## src/rtl/vga_pkg.sv

```systemverilog
// Shared VGA timing types: run-state encoding, per-axis mode constants and
// the helper that turns an axis description into totals and active-window bounds.
package vga_pkg;

    typedef enum logic [1:0] {
        ST_IDLE     = 2'd0,
        ST_RUN      = 2'd1,
        ST_STOPPING = 2'd2
    } run_state_e;

    typedef struct packed {
        int active;
        int fp;
        int sync;
        int bp;
    } axis_timing_t;

    typedef struct packed {
        int total;
        int act_first;
        int act_last;
    } axis_bounds_t;

    localparam axis_timing_t H_640X480_60 = '{active: 640, fp: 16, sync: 96,  bp: 48};
    localparam axis_timing_t V_640X480_60 = '{active: 480, fp: 10, sync: 2,   bp: 33};
    localparam axis_timing_t H_800X600_72 = '{active: 800, fp: 56, sync: 120, bp: 64};
    localparam axis_timing_t V_800X600_72 = '{active: 600, fp: 37, sync: 6,   bp: 23};

    // Axis order is sync, back porch, active, front porch.
    function automatic axis_bounds_t axis_bounds(input int sync, input int bp,
                                                 input int active, input int fp);
        axis_bounds_t b;
        b.total     = sync + bp + active + fp;
        b.act_first = sync + bp;
        b.act_last  = sync + bp + active - 1;
        return b;
    endfunction

endpackage

```

## src/rtl/vga_axis_counter.sv

```systemverilog
// One raster axis: position counter that steps on advance_i and wraps at the
// axis total, plus sync, active-window and visible-coordinate decode.
module vga_axis_counter
    import vga_pkg::*;
#(
    parameter int SYNC   = 96,
    parameter int BP     = 48,
    parameter int ACTIVE = 640,
    parameter int FP     = 16,
    parameter int W      = 11
) (
    input  logic         CLK,
    input  logic         RESET,
    input  logic         advance_i,
    output logic [W-1:0] count_o,
    output logic         wrap_o,
    output logic         sync_o,
    output logic         in_active_o,
    output logic [W-1:0] coord_o
);
    localparam axis_bounds_t BND = axis_bounds(SYNC, BP, ACTIVE, FP);
    localparam logic [W-1:0] LAST      = W'(BND.total - 1);
    localparam logic [W-1:0] ACT_FIRST = W'(BND.act_first);
    localparam logic [W-1:0] ACT_LAST  = W'(BND.act_last);
    localparam logic [W-1:0] SYNC_END  = W'(SYNC);

    logic [W-1:0] count_q, count_d;

    always_comb begin
        count_d = count_q;
        if (advance_i) begin
            count_d = wrap_o ? '0 : count_q + 1'b1;
        end
    end

    always_ff @(posedge CLK) begin
        if (RESET) begin
            count_q <= '0;
        end else begin
            count_q <= count_d;
        end
    end

    assign count_o     = count_q;
    assign wrap_o      = (count_q == LAST);
    assign sync_o      = (count_q < SYNC_END);
    assign in_active_o = (count_q >= ACT_FIRST) && (count_q <= ACT_LAST);
    assign coord_o     = in_active_o ? (count_q - ACT_FIRST) : '0;

endmodule

```

## src/rtl/vga_timing_gen.sv

```systemverilog
// VGA raster timing generator: pixel clock-enable divider, h/v counters with a
// frame-aligned run/stop FSM, and registered sync/blank/coordinate outputs.
module vga_timing_gen
    import vga_pkg::*;
#(
    parameter int H_ACTIVE   = H_640X480_60.active,
    parameter int H_FP       = H_640X480_60.fp,
    parameter int H_SYNC     = H_640X480_60.sync,
    parameter int H_BP       = H_640X480_60.bp,
    parameter int V_ACTIVE   = V_640X480_60.active,
    parameter int V_FP       = V_640X480_60.fp,
    parameter int V_SYNC     = V_640X480_60.sync,
    parameter int V_BP       = V_640X480_60.bp,
    parameter int CLK_DIV    = 2,
    parameter bit HS_POL     = 1'b0,
    parameter bit VS_POL     = 1'b0,
    parameter int PIPE_DELAY = 0,
    parameter int COORD_W    = 11
) (
    input  logic               CLK,
    input  logic               RESET,
    input  logic               enable,
    output logic               pix_ce,
    output logic               VGA_CLK,
    output logic               VGA_HS,
    output logic               VGA_VS,
    output logic               VGA_BLANK_N,
    output logic               VGA_SYNC_N,
    output logic               active,
    output logic [COORD_W-1:0] sx,
    output logic [COORD_W-1:0] sy,
    output logic               line_start,
    output logic               frame_start,
    output logic               running
);
    localparam axis_bounds_t HBND = axis_bounds(H_SYNC, H_BP, H_ACTIVE, H_FP);
    localparam axis_bounds_t VBND = axis_bounds(V_SYNC, V_BP, V_ACTIVE, V_FP);
    localparam int DIV_W = (CLK_DIV < 2) ? 1 : $clog2(CLK_DIV);
    localparam logic [DIV_W-1:0] DIV_LAST = DIV_W'(CLK_DIV - 1);
    localparam logic [DIV_W-1:0] DIV_HALF = DIV_W'(CLK_DIV / 2);

    if (CLK_DIV < 2) begin : g_err_div
        $error("vga_timing_gen: CLK_DIV must be at least 2");
    end
    if (PIPE_DELAY < 0 || PIPE_DELAY > 7) begin : g_err_dly
        $error("vga_timing_gen: PIPE_DELAY must be in 0..7");
    end
    if (H_ACTIVE < 1 || H_FP < 1 || H_SYNC < 1 || H_BP < 1 ||
        V_ACTIVE < 1 || V_FP < 1 || V_SYNC < 1 || V_BP < 1) begin : g_err_mode
        $error("vga_timing_gen: every timing interval must be at least 1");
    end
    if (HBND.total > (2 ** COORD_W) - 1 || VBND.total > (2 ** COORD_W) - 1) begin : g_err_w
        $error("vga_timing_gen: COORD_W too narrow for the mode totals");
    end

    logic [DIV_W-1:0]   div_q, div_d;
    run_state_e         state_q, state_d;
    logic               counting, advance;
    logic [COORD_W-1:0] h_cnt, v_cnt, h_coord, v_coord;
    logic               h_wrap, v_wrap, h_sync, v_sync, h_act, v_act, act_now;
    logic [2:0]         dec_now, dec_tap;
    logic               vga_clk_q, hs_q, vs_q, blank_n_q, active_q;
    logic               line_start_q, frame_start_q;
    logic [COORD_W-1:0] sx_q, sy_q;

    // Divider free-runs in every state so VGA_CLK never stops.
    assign pix_ce = (div_q == DIV_LAST);
    assign div_d  = pix_ce ? '0 : div_q + 1'b1;

    assign counting = (state_q != ST_IDLE);
    assign advance  = pix_ce && counting;

    vga_axis_counter #(
        .SYNC(H_SYNC), .BP(H_BP), .ACTIVE(H_ACTIVE), .FP(H_FP), .W(COORD_W)
    ) u_h (
        .CLK(CLK), .RESET(RESET), .advance_i(advance),
        .count_o(h_cnt), .wrap_o(h_wrap), .sync_o(h_sync),
        .in_active_o(h_act), .coord_o(h_coord)
    );

    vga_axis_counter #(
        .SYNC(V_SYNC), .BP(V_BP), .ACTIVE(V_ACTIVE), .FP(V_FP), .W(COORD_W)
    ) u_v (
        .CLK(CLK), .RESET(RESET), .advance_i(advance && h_wrap),
        .count_o(v_cnt), .wrap_o(v_wrap), .sync_o(v_sync),
        .in_active_o(v_act), .coord_o(v_coord)
    );

    // Stopping only completes on the frame wrap, so a frame is never cut short.
    always_comb begin
        state_d = state_q;
        unique case (state_q)
            ST_IDLE:     if (pix_ce && enable) state_d = ST_RUN;
            ST_RUN:      if (!enable) state_d = ST_STOPPING;
            ST_STOPPING: begin
                if (enable) begin
                    state_d = ST_RUN;
                end else if (advance && h_wrap && v_wrap) begin
                    state_d = ST_IDLE;
                end
            end
            default:     state_d = ST_IDLE;
        endcase
    end

    always_ff @(posedge CLK) begin
        if (RESET) begin
            state_q <= ST_IDLE;
            div_q   <= '0;
        end else begin
            state_q <= state_d;
            div_q   <= div_d;
        end
    end

    // Internal decode is active-high {hs, vs, act}; all-zero means deasserted.
    assign act_now = counting && h_act && v_act;
    assign dec_now = {counting && h_sync, counting && v_sync, act_now};

    if (PIPE_DELAY == 0) begin : g_nodly
        assign dec_tap = dec_now;
    end else begin : g_dly
        logic [2:0] dly_q [PIPE_DELAY];
        always_ff @(posedge CLK) begin
            if (RESET) begin
                for (int i = 0; i < PIPE_DELAY; i++) dly_q[i] <= '0;
            end else if (pix_ce) begin
                dly_q[0] <= dec_now;
                for (int i = 1; i < PIPE_DELAY; i++) dly_q[i] <= dly_q[i-1];
            end
        end
        assign dec_tap = dly_q[PIPE_DELAY-1];
    end

    always_ff @(posedge CLK) begin
        if (RESET) begin
            vga_clk_q     <= 1'b0;
            hs_q          <= ~HS_POL;
            vs_q          <= ~VS_POL;
            blank_n_q     <= 1'b0;
            active_q      <= 1'b0;
            sx_q          <= '0;
            sy_q          <= '0;
            line_start_q  <= 1'b0;
            frame_start_q <= 1'b0;
        end else begin
            vga_clk_q     <= (div_d >= DIV_HALF);
            hs_q          <= dec_tap[2] ? HS_POL : ~HS_POL;
            vs_q          <= dec_tap[1] ? VS_POL : ~VS_POL;
            blank_n_q     <= dec_tap[0];
            active_q      <= dec_tap[0];
            sx_q          <= act_now ? h_coord : '0;
            sy_q          <= act_now ? v_coord : '0;
            line_start_q  <= counting && (h_cnt == '0);
            frame_start_q <= counting && (h_cnt == '0) && (v_cnt == '0);
        end
    end

    assign VGA_CLK     = vga_clk_q;
    assign VGA_HS      = hs_q;
    assign VGA_VS      = vs_q;
    assign VGA_BLANK_N = blank_n_q;
    assign VGA_SYNC_N  = 1'b1;
    assign active      = active_q;
    assign sx          = sx_q;
    assign sy          = sy_q;
    assign line_start  = line_start_q;
    assign frame_start = frame_start_q;
    assign running     = (state_q != ST_IDLE);

endmodule

```

## config.mk

```make
export PLATFORM = sky130hd
export DESIGN_NAME = vga_timing_gen
export DESIGN_NICKNAME = d
export VERILOG_FILES = /design/src/rtl/vga_pkg.sv /design/src/rtl/vga_axis_counter.sv /design/src/rtl/vga_timing_gen.sv
export SDC_FILE = /design/constraint.sdc
export NUM_CORES = 1
export LEC_CHECK = 0
export BUFFER_PORTS_ARGS = -buffer_cell sky130_fd_sc_hd__buf_2
export CAP_MARGIN = 20
export CORE_AREA = 4 4 62 92
export DETAILED_ROUTE_END_ITERATION = 6
export DIE_AREA = 0 0 66 96
export PLACE_DENSITY = 0.89
export SYNTH_ARGS = -nofsm -noshare
export SYNTH_HDL_FRONTEND = slang
export SYNTH_HIERARCHICAL = 1
export SYNTH_SLANG_ARGS = --single-unit
export TNS_END_PERCENT = 10
```

## constraint.sdc

```tcl
create_clock -name CLK -period 3.1 [get_ports CLK]
set_input_delay 0.155 -clock CLK [delete_from_list [all_inputs] [get_ports CLK]]
set_output_delay 0.155 -clock CLK [all_outputs]
set_load 0.05 [all_outputs]
```

Word-level counts from Yosys, hierarchy flattened
Index checks and enable logic that the tools add are counted.
{"block": "word_totals", "ff_bits": 53, "word_cells": 63, "in_bits": 3, "out_inout_bits": 32}
{"block": "op_classes", "n_mux": 10, "bitwise": 3, "magnitude_cmp": 7, "n_reduce_logical": 19, "add_sub_neg": 5, "n_eq_ne": 7}
{"op": "$add 11x1->11 const B", "n": 2}
{"op": "$eq 11x10->1 const B", "n": 2}
{"op": "$le 11x10->1 const B", "n": 2}
{"op": "$logic_not 11->1", "n": 2}
{"op": "$mux 11", "n": 2}
{"op": "$logic_and 1x1->1", "n": 12}
{"op": "$ge 11x6->1 const B", "n": 1}
{"op": "$ge 11x8->1 const B", "n": 1}
{"op": "$lt 11x2->1 const B", "n": 1}
{"op": "$lt 11x7->1 const B", "n": 1}
{"op": "$sub 11x6->11 const B", "n": 1}
{"op": "$sub 11x8->11 const B", "n": 1}
{"op": "$mux 2", "n": 4}
{"op": "$pmux 2 s3", "n": 1}
{"op": "$reduce_or 3->1", "n": 2}
{"op": "$ne 2x2->1 const B", "n": 2}
{"op": "$mux 1", "n": 3}
{"op": "$ne 3x3->1 const B", "n": 1}
{"op": "$not 1->1", "n": 3}
{"op": "$reduce_and 3->1", "n": 1}
{"op": "$eq 2x1->1 const B", "n": 1}
{"op": "$eq 2x2->1 const B", "n": 1}
{"op": "$logic_not 2->1", "n": 1}
{"op": "$reduce_bool 2->1", "n": 1}
{"op": "2 further kinds", "n": 2}

Longest topological paths before layout
{"block": "logic_depth", "ltp_word": 7, "ltp_mapped": 10, "depth_no_buf": 8}

Cells and area by module
The synthesis kept the hierarchy.
{"mod": "vga_axis_counter (u_v)", "n_inst": 1, "area_per_inst_um2": 1002.2, "seq_area_each_um2": 220.2, "cells_each": 120}
{"mod": "vga_timing_gen", "n_inst": 1, "area_per_inst_um2": 993.5, "seq_area_each_um2": 600.6, "cells_each": 81}
{"mod": "vga_axis_counter (u_h)", "n_inst": 1, "area_per_inst_um2": 782.0, "seq_area_each_um2": 220.2, "cells_each": 100}

Worst setup path before layout
Ideal clock, no wire load.
{"block": "synth_timing", "path_type": "reg-to-reg", "from": "register u_h.count_q[5], in the netlist u_h/count_o[5]", "to": "register u_v.count_q[9], in the netlist u_v/count_o[9]", "required_time_ns": 3.030, "setup_ns": 0.070, "t_arrival_ns": 2.273, "stages_incl_launch_ff": 11, "n_path_buf": 2, "path_slack_ns": 0.757, "synth_period_minus_slack_ns": 2.343, "cell_sequence": "dfxtp_1 -> inv_1 -> ha_1 -> nor3b_1 -> and2_1 -> and3_1 -> clkbuf_1 -> nand4_1 -> clkbuf_1 -> or4_1 -> a21oi_1"}
{"block": "synth_between", "elab_chain_len": 2}
{"element": "from (decl)", "line_no": "vga_axis_counter.sv:27", "rtl": "logic [W-1:0] count_q, count_d;"}
{"element": "from (signal assigned)", "line_no": "vga_axis_counter.sv:40", "rtl": "count_q <= count_d;"}
{"element": "$eq 11x10->1", "line_no": "vga_axis_counter.sv:45", "rtl": "assign wrap_o = (count_q == LAST);"}
{"element": "via h_wrap", "line_no": "vga_timing_gen.sv:60", "rtl": "logic h_wrap, v_wrap, h_sync, v_sync, h_act, v_act, act_now;"}
{"element": "$logic_and 1x1->1", "line_no": "vga_timing_gen.sv:84", "rtl": ".CLK(CLK), .RESET(RESET), .advance_i(advance && h_wrap),"}
{"element": "to (signal assigned)", "line_no": "vga_axis_counter.sv:40"}
{"element": "to (decl)", "line_no": "vga_axis_counter.sv:27"}
The timed path passes the listed nets, and every way through them passes these cells.
A chain may end at the register's enable or synchronous reset.

Worst setup path after layout
{"block": "layout_timing", "from": "register u_h.count_q[5], in the netlist u_h/count_o[5]", "to": "register u_v.count_q[10], in the netlist u_v/count_o[10]"}
Same word-level chain as after synthesis.

==> flow_metrics.tcl <==
set metrics [dict create \
    start_util_pct 57.3 \
    cp.buffers_inverters 1 \
    cts_root_buf "clkbuf_8" \
    synth_compound_area_share_pct 15.9 \
    drt_iter0_markers 116 \
    drv_slew 0 \
    p_total_mw 1.09 \
    fin_area_um2 2990 \
    yosys.area.top_type "dfxtp_1" \
    crit_path_max_incr_delay_ps 610 \
    cp.arrival_ps 2930 \
    grt-ovfl-total 0 \
    wl_mm 5.08 \
    dr.pass1.iters 4 \
    max_clock_freq_mhz 371 \
    path_max_fanout 12 \
    core_um2 4850 \
    yosys.area_share.adder_pct 3.15 \
    netlist_area_um2 2780 \
    grt_antenna_before_repair 0 \
    synth_area_per_cell_um2 9.23 \
    hold_path_class "in2reg" \
    cts-resized-gates 0 \
    crit_type "reg2reg" \
    finalCritPeriodShare_pct 86.9 \
    synth_simple_gate_area_share_pct 29.8 \
    wl_per_cell_um 13.2 \
    hpwlAfterDp_mm 3.64 \
    num_vias 2220 \
    cp-end-kind "register" \
    worst_pin_slew_ps 631 \
    postCtsSetupBuffers 0 \
    fin_nets 328 \
    die_w_um 66 \
    pre_cts_slack_ps 454 \
    final_core_util_pct 61.7 \
    syn_nets 311 \
    avgViaCountPerCell 5.77 \
    synthFlopType "dfxtp_1" \
    hold_depth 2 \
    synth_top_area_share_pct 37.5 \
    max_cap_violations 0 \
    finClkSkew_ps 9.15 \
    grt_max_degree 24 \
    p_leak_nw 1.26 \
    die_y_um 96 \
    layout_setup_ws_ps 406 \
    critPathRequiredTime_ps 3340 \
    yosysSeqAreaShare_pct 37.5 \
    cp_num_cells 8 \
    hold_viol 0 \
    synth_seq_cells 52 \
    clkTransAtPathRegs_ps 90 \
    synth_xor_area_share_pct 5.68 \
    netlist_instances 301 \
    cts_buffer_depth 2 \
    synth-edff-count 0 \
    post_dp_cell_area_um2 2890 \
    crit_family "simple AND/OR/NAND/NOR gates" \
    max_slew_margin_pct 57.4 \
    grt_first_pass_wirelength_mm 8.54 \
    place_congestion 0.851 \
    cts_max_level 2 \
    grtUsageTotal_pct 16.9 \
    power_density_nw_per_um2 365 \
    rsz0062_at_grt "false" \
    numCtsBuffers 5 \
    worstSetupStartpointType "register" \
    die_area_um2 6340 \
    synth_area_leaders "dfxtp_1, and2_4, nor2_1" \
    boundaryPins 35 \
    synthToLayoutAreaGrowth_pct 7.75 \
    ir_drop_uv 210 \
    drive_gt1_share_pct 28.2 \
    fin_tns_setup_ps 0 \
    rows 31 \
    ant_nets 0 \
    synth_top_family_by_area "simple AND/OR/NAND/NOR gates" \
    ys_warn_count 6 \
    cts_tree "yes" \
    r2r_cells 8 \
    yosysUniqueCellTypes 58 \
    crit_chain "inv_1, ha_1, nor3b_1, and2_1, and3_1, nand4_1, or4_1, a21oi_1" \
    setup-violations-final 0 \
    clock_latency_ps 300 \
    cp_slowest_cell "or4_1" \
    synthMuxAreaShare_pct 0.721 \
    clock_sinks 52 \
    r2r_slack_ps 410 \
    outcome "finished, final reports clean" \
    finalCriticalPeriod_ps 2690 \
    antennaDiodeCount 0 \
    drc 0 \
    cts-hold-fix-buffers 0 \
    port-buffer-count 33 \
    synthArstFlopShare_pct 0 \
    grt_pass1_vias 2006 \
]
==> cell usage after synthesis, types with 2 or more instances <==
master     instances
dfxtp_1           52
nor2_1            27
and2_4            20
nand2_1           15
and3_1            14
xor2_1            10
a21oi_1            9
clkbuf_1           9
inv_1              9
buf_2              8
nand4_1            8
xnor2_1            8
ha_1               7
nand3_1            7
nor3_1             7
nor4_1             7
o31ai_1            6
a211oi_2           5
and2_1             5
buf_6              5
o21ai_0            5
or4_1              5
a221oi_2           4
buf_4              4
or3_1              4
and2_2             3
a2111oi_2          2
a21o_1             2
mux2i_1            2
nand2b_1           2
o31a_1             2
or2_2              2
==> path summary, 6_finish.rpt <==
check                                            startpoint                      endpoint
worst min register to register            pix_ce$_SDFF_PP0_             pix_ce$_SDFF_PP0_
worst max register to register  u_h/count_o[5]$_SDFFE_PP0P_  u_v/count_o[10]$_SDFFE_PP0P_
worst min-delay path                                 enable       state_q[1]$_SDFFE_PP0P_
worst max-delay path            u_h/count_o[5]$_SDFFE_PP0P_  u_v/count_o[10]$_SDFFE_PP0P_
==> routing by layer <==
layer,track usage (%),vias up,part of all wire (%)
met5,0,-,0
met4,10.3,0,3.4
met3,3.39,18,6.1
met2,29.0,84,49
met1,19.0,1023,41
li1,-,1095,-
==> per-stage QoR <==
stage          hold WS [ps]  instances
2_1_floorplan           222        301
5_1_grt                21.9        385
3_5_place_dp            348        376
4_1_cts                22.0        384
6_report               31.9        385
3_3_place_gp            343        376
==> cells by family after synthesis <==
family                     after synthesis
and+or+nand+nor                        137
DFF                                     52
xor gates and xnor gates                18
other                                    1
adders and majority gates                7
buffers and inverters                   36
AOI/OAI and AO/OA                       48
muxes                                    2
==> sequential cells by signal, indices dropped and copies added (netlist names) <==
name	flops
active	1
u_v/count_o	11
sx	11
VGA_VS	1
u_h/count_o	11
line_start	1
state_q	2
sy	11
pix_ce	1
frame_start	1
VGA_HS	1
==> worst reg2reg max path: cells and delay by family (launching register included) <==
kind	cells	cell delay (ps)
AOI/OAI and AO/OA	1	140
adders and majority gates	1	180
buffers and inverters	1	160
DFF	1	390
and+or+nand+nor	5	1770
==> report_power, final <==
part           total [mW]  leakage (nW)  internal (mW)  switching (mW)
Combinational      0.0454         0.802         0.0123          0.0331
Sequential          0.676         0.420          0.672         0.00434
Clock               0.372        0.0404          0.160           0.212
==> cell usage in the layout (no fill, tap or decap), types with 8 or more instances in the layout <==
cell type / count
nand2_1: 15
and3_1: 14
nor2_1: 27
nand4_1: 8
a21oi_1: 9
xor2_1: 10
inv_1: 9
xnor2_1: 8
and2_4: 20
buf_2: 33
dfxtp_1: 52
==> area by class of cell <==
cell class                 count  area (um2)
clock inverter                 3        23.8
inverter                       9        33.8
fill                         397        1860
tap                           66        82.6
sequential                    52        1040
clock buffer                   5        68.8
timing repair buffer          37         199
multi-input combinational    213        1540
Note: power is estimated with default switching activity, not from simulation.
